===== src/rtl/game_countdown_if.sv =====
// Signal bundle between the round countdown timer and its controller/consumers.
// The master drives strobes and pulses; the slave (timer) drives display and status.
interface game_countdown_if;
    logic       clk_1ms;
    logic       start;
    logic       pause;
    logic [3:0] sec_tens;
    logic [3:0] sec_ones;
    logic [9:0] ms_count;
    logic       running;
    logic       time_up;
    logic [1:0] state_dbg;

    // No valid/ready handshake here: start, pause and clk_1ms are single-cycle
    // pulses sampled on every rising clk edge, and all outputs are plain registered levels.
    modport master (
        output clk_1ms, start, pause,
        input  sec_tens, sec_ones, ms_count, running, time_up, state_dbg
    );

    modport slave (
        input  clk_1ms, start, pause,
        output sec_tens, sec_ones, ms_count, running, time_up, state_dbg
    );
endinterface


===== src/rtl/game_countdown.sv =====
// Round countdown timer: accumulates 1 ms strobes into seconds and counts a
// two-digit BCD value down from START_SEC to 00, with pause/resume and restart.
module game_countdown #(
    parameter int START_SEC  = 60,
    parameter int MS_PER_SEC = 1000
) (
    input  logic             clk,
    input  logic             rst,
    game_countdown_if.slave  bus
);
    typedef enum logic [1:0] {IDLE = 2'd0, RUN = 2'd1, PAUSED = 2'd2, DONE = 2'd3} state_t;

    localparam logic [3:0] TENS_INIT = 4'(START_SEC / 10);
    localparam logic [3:0] ONES_INIT = 4'(START_SEC % 10);
    localparam logic [9:0] MS_LAST   = 10'(MS_PER_SEC - 1);

    state_t     state_q, state_d;
    logic [3:0] tens_q, tens_d;
    logic [3:0] ones_q, ones_d;
    logic [9:0] ms_q, ms_d;
    logic       running_q, running_d;
    logic       time_up_q, time_up_d;

    always_ff @(posedge clk) begin
        if (rst) begin
            state_q   <= IDLE;
            tens_q    <= TENS_INIT;
            ones_q    <= ONES_INIT;
            ms_q      <= '0;
            running_q <= 1'b0;
            time_up_q <= 1'b0;
        end else begin
            state_q   <= state_d;
            tens_q    <= tens_d;
            ones_q    <= ones_d;
            ms_q      <= ms_d;
            running_q <= running_d;
            time_up_q <= time_up_d;
        end
    end

    always_comb begin
        state_d   = state_q;
        tens_d    = tens_q;
        ones_d    = ones_q;
        ms_d      = ms_q;
        time_up_d = 1'b0;

        // start beats every other input in every state, and swallows a coincident tick.
        if (bus.start) begin
            state_d = RUN;
            tens_d  = TENS_INIT;
            ones_d  = ONES_INIT;
            ms_d    = '0;
        end else begin
            case (state_q)
                RUN: begin
                    if (bus.clk_1ms) begin
                        if (ms_q == MS_LAST) begin
                            ms_d = '0;
                            if (ones_q != 4'd0) begin
                                ones_d = ones_q - 4'd1;
                            end else begin
                                ones_d = 4'd9;
                                tens_d = tens_q - 4'd1;
                            end
                            // Only 01 can decrement to 00, so tens never underflows.
                            if (tens_q == 4'd0 && ones_q == 4'd1) begin
                                state_d   = DONE;
                                time_up_d = 1'b1;
                            end
                        end else begin
                            ms_d = ms_q + 10'd1;
                        end
                    end
                    if (bus.pause && state_d != DONE) begin
                        state_d = PAUSED;
                    end
                end
                PAUSED: begin
                    if (bus.pause) begin
                        state_d = RUN;
                    end
                end
                DONE: begin
                    ms_d = '0;
                end
                default: begin
                    state_d = state_q;
                end
            endcase
        end

        running_d = (state_d == RUN);
    end

    assign bus.sec_tens  = tens_q;
    assign bus.sec_ones  = ones_q;
    assign bus.ms_count  = ms_q;
    assign bus.running   = running_q;
    assign bus.time_up   = time_up_q;
    assign bus.state_dbg = state_q;
endmodule


===== src/flat_wrapper.sv =====
// flat-port wrapper written by rule: the top's interface ports become plain ports
module game_countdown_flat 
#(
    parameter int START_SEC  = 60,
    parameter int MS_PER_SEC = 1000
)
  (clk, rst, bus_clk_1ms, bus_start, bus_pause, bus_sec_tens, bus_sec_ones, bus_ms_count, bus_running, bus_time_up, bus_state_dbg);
  game_countdown_if bus_i ();
  input  logic clk;
  input  logic rst;
  input wire logic [$bits(bus_i.clk_1ms)-1:0] bus_clk_1ms;
  input wire logic [$bits(bus_i.start)-1:0] bus_start;
  input wire logic [$bits(bus_i.pause)-1:0] bus_pause;
  output wire logic [$bits(bus_i.sec_tens)-1:0] bus_sec_tens;
  output wire logic [$bits(bus_i.sec_ones)-1:0] bus_sec_ones;
  output wire logic [$bits(bus_i.ms_count)-1:0] bus_ms_count;
  output wire logic [$bits(bus_i.running)-1:0] bus_running;
  output wire logic [$bits(bus_i.time_up)-1:0] bus_time_up;
  output wire logic [$bits(bus_i.state_dbg)-1:0] bus_state_dbg;
  assign bus_i.clk_1ms = bus_clk_1ms;
  assign bus_i.start = bus_start;
  assign bus_i.pause = bus_pause;
  assign bus_sec_tens = bus_i.sec_tens;
  assign bus_sec_ones = bus_i.sec_ones;
  assign bus_ms_count = bus_i.ms_count;
  assign bus_running = bus_i.running;
  assign bus_time_up = bus_i.time_up;
  assign bus_state_dbg = bus_i.state_dbg;
  game_countdown #(.START_SEC(START_SEC), .MS_PER_SEC(MS_PER_SEC)) u_core (.clk(clk), .rst(rst), .bus(bus_i));
endmodule

===== config.mk =====
export PLATFORM = sky130hd
export DESIGN_NAME = game_countdown_flat
export DESIGN_NICKNAME = d
export VERILOG_FILES = /design/src/rtl/game_countdown_if.sv /design/src/rtl/game_countdown.sv /design/src/flat_wrapper.sv
export SDC_FILE = /design/constraint.sdc
export NUM_CORES = 1
export LEC_CHECK = 0
export CORE_ASPECT_RATIO = 1.2
export CORE_UTILIZATION = 49
export DETAILED_ROUTE_END_ITERATION = 7
export HOLD_SLACK_MARGIN = 0.15
export PLACE_DENSITY = 0.77
export SLEW_MARGIN = 40
export SYNTH_ARGS = -nofsm -noshare
export SYNTH_HDL_FRONTEND = slang
export SYNTH_SLANG_ARGS = --single-unit

===== constraint.sdc =====
create_clock -name clk -period 2.8 [get_ports clk]
set_clock_uncertainty 0.15 [all_clocks]
set_input_delay 0.56 -clock clk [delete_from_list [all_inputs] [get_ports clk]]
set_output_delay 0.56 -clock clk [all_outputs]
set_load 0.005 [all_outputs]

### Word level (Yosys, flattened, before mapping)

Index checks and enable logic that the tools add are counted.

* register bits after elaboration: 22
* input bits: 5
* word-level logic and storage cells: 45
* output and inout port bits: 22

* reductions and logical operators: 10
* bitwise operators: 4
* add/sub/neg operators: 3
* eq/ne operators: 8
* multiplexer cells: 14

Operators by type and width (count)
* 10-bit 2-to-1 mux: 2
* 10-bit case mux with 2 select lines: 1
* 2-bit 2-to-1 mux: 8
* 10-bit by 1-bit adder with 10-bit output (second input constant): 1
* 10-bit == test (second input constant): 1
* 4-bit by 1-bit subtractor with 4-bit output (second input constant): 2
* 5-bit OR reduction: 1
* 2-bit by 1-bit == test with 1-bit output (second input constant): 2
* 2-bit == test (second input constant): 2
* 4-bit by 1-bit == test with 1-bit output (second input constant): 1
* 4-bit logical NOT: 1
* 4-bit 2-to-1 mux: 1
* 2-bit != test (second input constant): 2
* 1-bit inverter: 4
* 2-bit case mux with 2 select lines: 1
* 4-bit AND reduction: 1
* 4-bit nonzero test: 1
* 3-bit AND reduction: 1
* 1-bit logical AND: 2
* 2-bit AND reduction: 1
* 2-bit nonzero test: 1
* 2-bit OR reduction: 1
* 1-bit 2-to-1 mux: 1

### Depth between registers and ports, before layout

* depth after elaboration: 13
* gate-level depth with buffers: 7
* gate-level depth less buffers: 6

### Worst setup path before layout

Ideal clock, no wire load.

* kind: register -> register
* from: register u_core.ms_q[0] (netlist: u_core.bus.ms_count[0])
* to: register u_core.tens_q[3] (netlist: u_core.bus.sec_tens[3])
* data required time: 2.580 ns
* setup time: 0.070 ns
* cell stages (with the launch flop): 7
* setup slack: 0.610 ns
* period minus slack after synthesis: 2.190 ns
* arrival time: 1.969 ns
* buffers on the path: 1
* cells stage by stage: dfxtp_1 > ha_1 > or4bb_1 > or4_1 > buf_2 > or3_1 > a21oi_1

* word-level cells in the longest chain between the ends: 2

Ends and longest elaborated chain
* start: declaration: RTL line game_countdown.sv:20 `logic [9:0] ms_q, ms_d;`
* start signal: assignment: RTL line game_countdown.sv:36 `ms_q <= ms_d;`
* 10-bit == test: RTL line game_countdown.sv:59 `if (ms_q == MS_LAST) begin`
* 4-bit AND reduction (no source line)
* end signal: assignment: RTL line game_countdown.sv:34 `tens_q <= tens_d;`
* end: declaration: RTL line game_countdown.sv:18 `logic [3:0] tens_q, tens_d;`

Every way passes these cells.
A chain may end at the register's enable or synchronous reset.

### Final worst setup path

Same ends and word-level chain as after synthesis.

==> reports/metrics.csv <==
metric,value,unit
status,completed,
rsz0062_at_grt,false,
numCtsBuffers,3,
io_pins,27,
final_area,0.00158,mm^2
syn_inst,158,
synth-seq-cells,22,
finalCritPeriodShare,85.5,%
cts_htree_levels,1,
drtAntennaViolNets,0,
cpPeakStageDelay,0.54,ns
yosys.area.top_type,dfxtp_1,
cts_setup_buffers,0,
path_cells,ha_1 > or4bb_1 > or4_1 > or3_1 > a21oi_1,
post-route-util,66.4,%
dp_hpwl,2370,um
fp.coreArea,0.00238,mm^2
wl_per_cell,15.2,um
synthDistinctLibCells,46,
cp-start-kind,register,
cts_root_buf,clkbuf_4,
cts_tree,yes,
synth_ff_type,dfxtp_1,
synth.net_count,168,
synth_area_leaders,"dfxtp_1 (35%), a21oi_1 (5.1%), ha_1 (4.9%), nand2_1 (4.4%), nand3_1 (3.9%)",
setup_violations,0,
port_buffers,26,
area.growth.synth_to_final,23.8,%
dp_cells,211,
crit_fanout,8,
cp.arrival,2.50,ns
synth_edf_count,0,
fin_crit,2.39,ns
report.final.slew_viol_count,0,
synth.avg_cell_area,8.07,um^2
wl,3250,um
chipWidth,48.6,um
clk_latency,0.31,ns
clock-sinks,22,
die_y,57.9,um
num_rows,19,
cellPowerDensity,323,mW/mm^2
grt-ovfl-total,0,
fin_setup_tns,0,ns
hold_violations,0,
num_vias,1341,
place_congestion,0.910,
hold-worst-slack,0.344,ns
instances_no_fill,214,
max-cap-violations,0,
tightestPinTransition,0.617,ns
grt_max_degree,16,
end_kind,register,
timing.fmax,0.418,GHz
critPathSlowestCell,or4_1,
netlist_area,0.00127,mm^2
async_flop_share,0,%
drive_above_1_share,5.46,%
grt_use_total,24.0,%
irDropWorstVdd,0.000318,V
synth_top_cell_area_share,34.5,%
fp.dieArea,0.00281,mm^2
fin_nets,195,
dr.pass1.iters,4,
critPathRequiredTime,2.91,ns
clk_pin_slew_worst_paths,0.13,ns
cts-resized-gates,0,
via_per_inst,6.27,
crit_type,reg2reg,
first_iter_violations,27,
grt_pass1_wl,5210,um
placedInstanceArea,0.00156,mm^2
yosysSeqAreaShare,34.5,%
cts_max_path_buffers,2,
ys_warn_count,0,
drc,0,
grt_pass1_vias,1196,
antenna_found_initial,0,
diodes,0,
min_path_type,reg2reg,
p_leak,0.506,nW
start_util,53.6,%
relSlewSlack,58.6,%
cts_hold_buf,0,
-- cell type report --
| class | instances | area (um^2) |
|---|---|---|
| clock buffers | 3 | 22.5 |
| inverters | 8 | 30.0 |
| fillers | 211 | 798 |
| repair buffers | 29 | 283 |
| flip-flops and latches | 22 | 440 |
| multi-input cells | 121 | 764 |
| well taps | 31 | 38.8 |
-- report_power, final --
part           total, mW  switching [mW]  internal (mW)  leakage (nW)
sequential         0.318         0.00245          0.315         0.178
clock              0.146          0.0960         0.0503        0.0138
combinational     0.0461          0.0251         0.0209         0.314
total              0.510           0.124          0.387         0.506
-- worst paths after layout --
check / startpoint / cells after the start / endpoint / slack [ns]
setup / recovery: u_core.bus.ms_count[0] / 5 / u_core.bus.sec_tens[3] / 0.41
hold / removal: u_core.bus.sec_tens[0] / 2 / u_core.bus.sec_tens[0] / 0.34
setup reg to reg: u_core.bus.ms_count[0] / 5 / u_core.bus.sec_tens[3] / 0.41
hold reg to reg: u_core.bus.sec_tens[0] / 2 / u_core.bus.sec_tens[0] / 0.34
-- layer usage --
layer / vias up / GRT usage (%) / wire length [um] / share of wire, %
met5: - / 0 / 0 / 0
met4: 0 / 12.6 / 82 / 2.5
met3: 8 / 2.62 / 168 / 5.2
met2: 47 / 41.9 / 1580 / 49
met1: 644 / 29.3 / 1410 / 44
li1: 642 / - / - / -
-- stage by stage --
| step | power [mW] | worst slack [ns] |
|---|---|---|
| finish | 0.510 | 0.407 |
| global route | 0.526 | 0.278 |
| CTS | 0.512 | 0.401 |
| detailed placement | 0.370 | 0.106 |
| global placement | 0.369 | 0.193 |
| floorplan | 0.349 | 0.610 |
-- cells in the final DEF, fill, tap and decap left out, types with 4 or more instances in the layout --
master           instances
nand3_1                 10
nor2_1                   7
o21ai_0                  4
nand2_1                 15
ha_1                     5
o21ai_1                  6
clkdlybuf4s50_1         26
dfxtp_1                 22
inv_1                    8
a31oi_1                  4
a21oi_1                 13
or3_1                    7
-- cell families after synthesis --
family | synth area share, %
AO/OA/AOI/OAI | 21.2
adder cells (fa/ha/maj) | 4.91
buffers and inverters | 5.50
flip-flops | 34.5
multiplexers | 0.785
AND/OR/NAND/NOR | 33.1
-- worst max-delay path: cells and delay by family, from the launching register on --
kind                     cells  cell delay (ns)
AO/OA/AOI/OAI                1             0.14
adder cells (fa/ha/maj)      1             0.33
flip-flops                   1             0.41
AND/OR/NAND/NOR              3             1.31
-- cell usage after synthesis, types with 2 or more instances --
library cell,n
a211oi_1,2
inv_1,8
nor3_1,3
nor2_1,7
a21oi_1,13
nand2b_1,3
a31oi_1,4
or2_2,2
ha_1,5
and4_1,2
buf_2,2
nand3_1,10
o21ai_0,4
clkbuf_1,3
o31ai_1,2
dfxtp_1,22
nand4_1,3
nand2_1,15
nor4_1,3
o211ai_1,2
nor2b_1,3
nor4b_1,3
or3_1,7
o21ai_1,6
or4_1,3
-- flip-flops by register name, indices dropped and copies added (netlist names) --
name	cells
u_core.bus.sec_ones	4
u_core.bus.time_up	1
u_core.bus.running	1
u_core.bus.sec_tens	4
u_core.bus.ms_count	10
u_core.bus.state_dbg	2
Note: power is estimated with default switching activity, not from simulation.
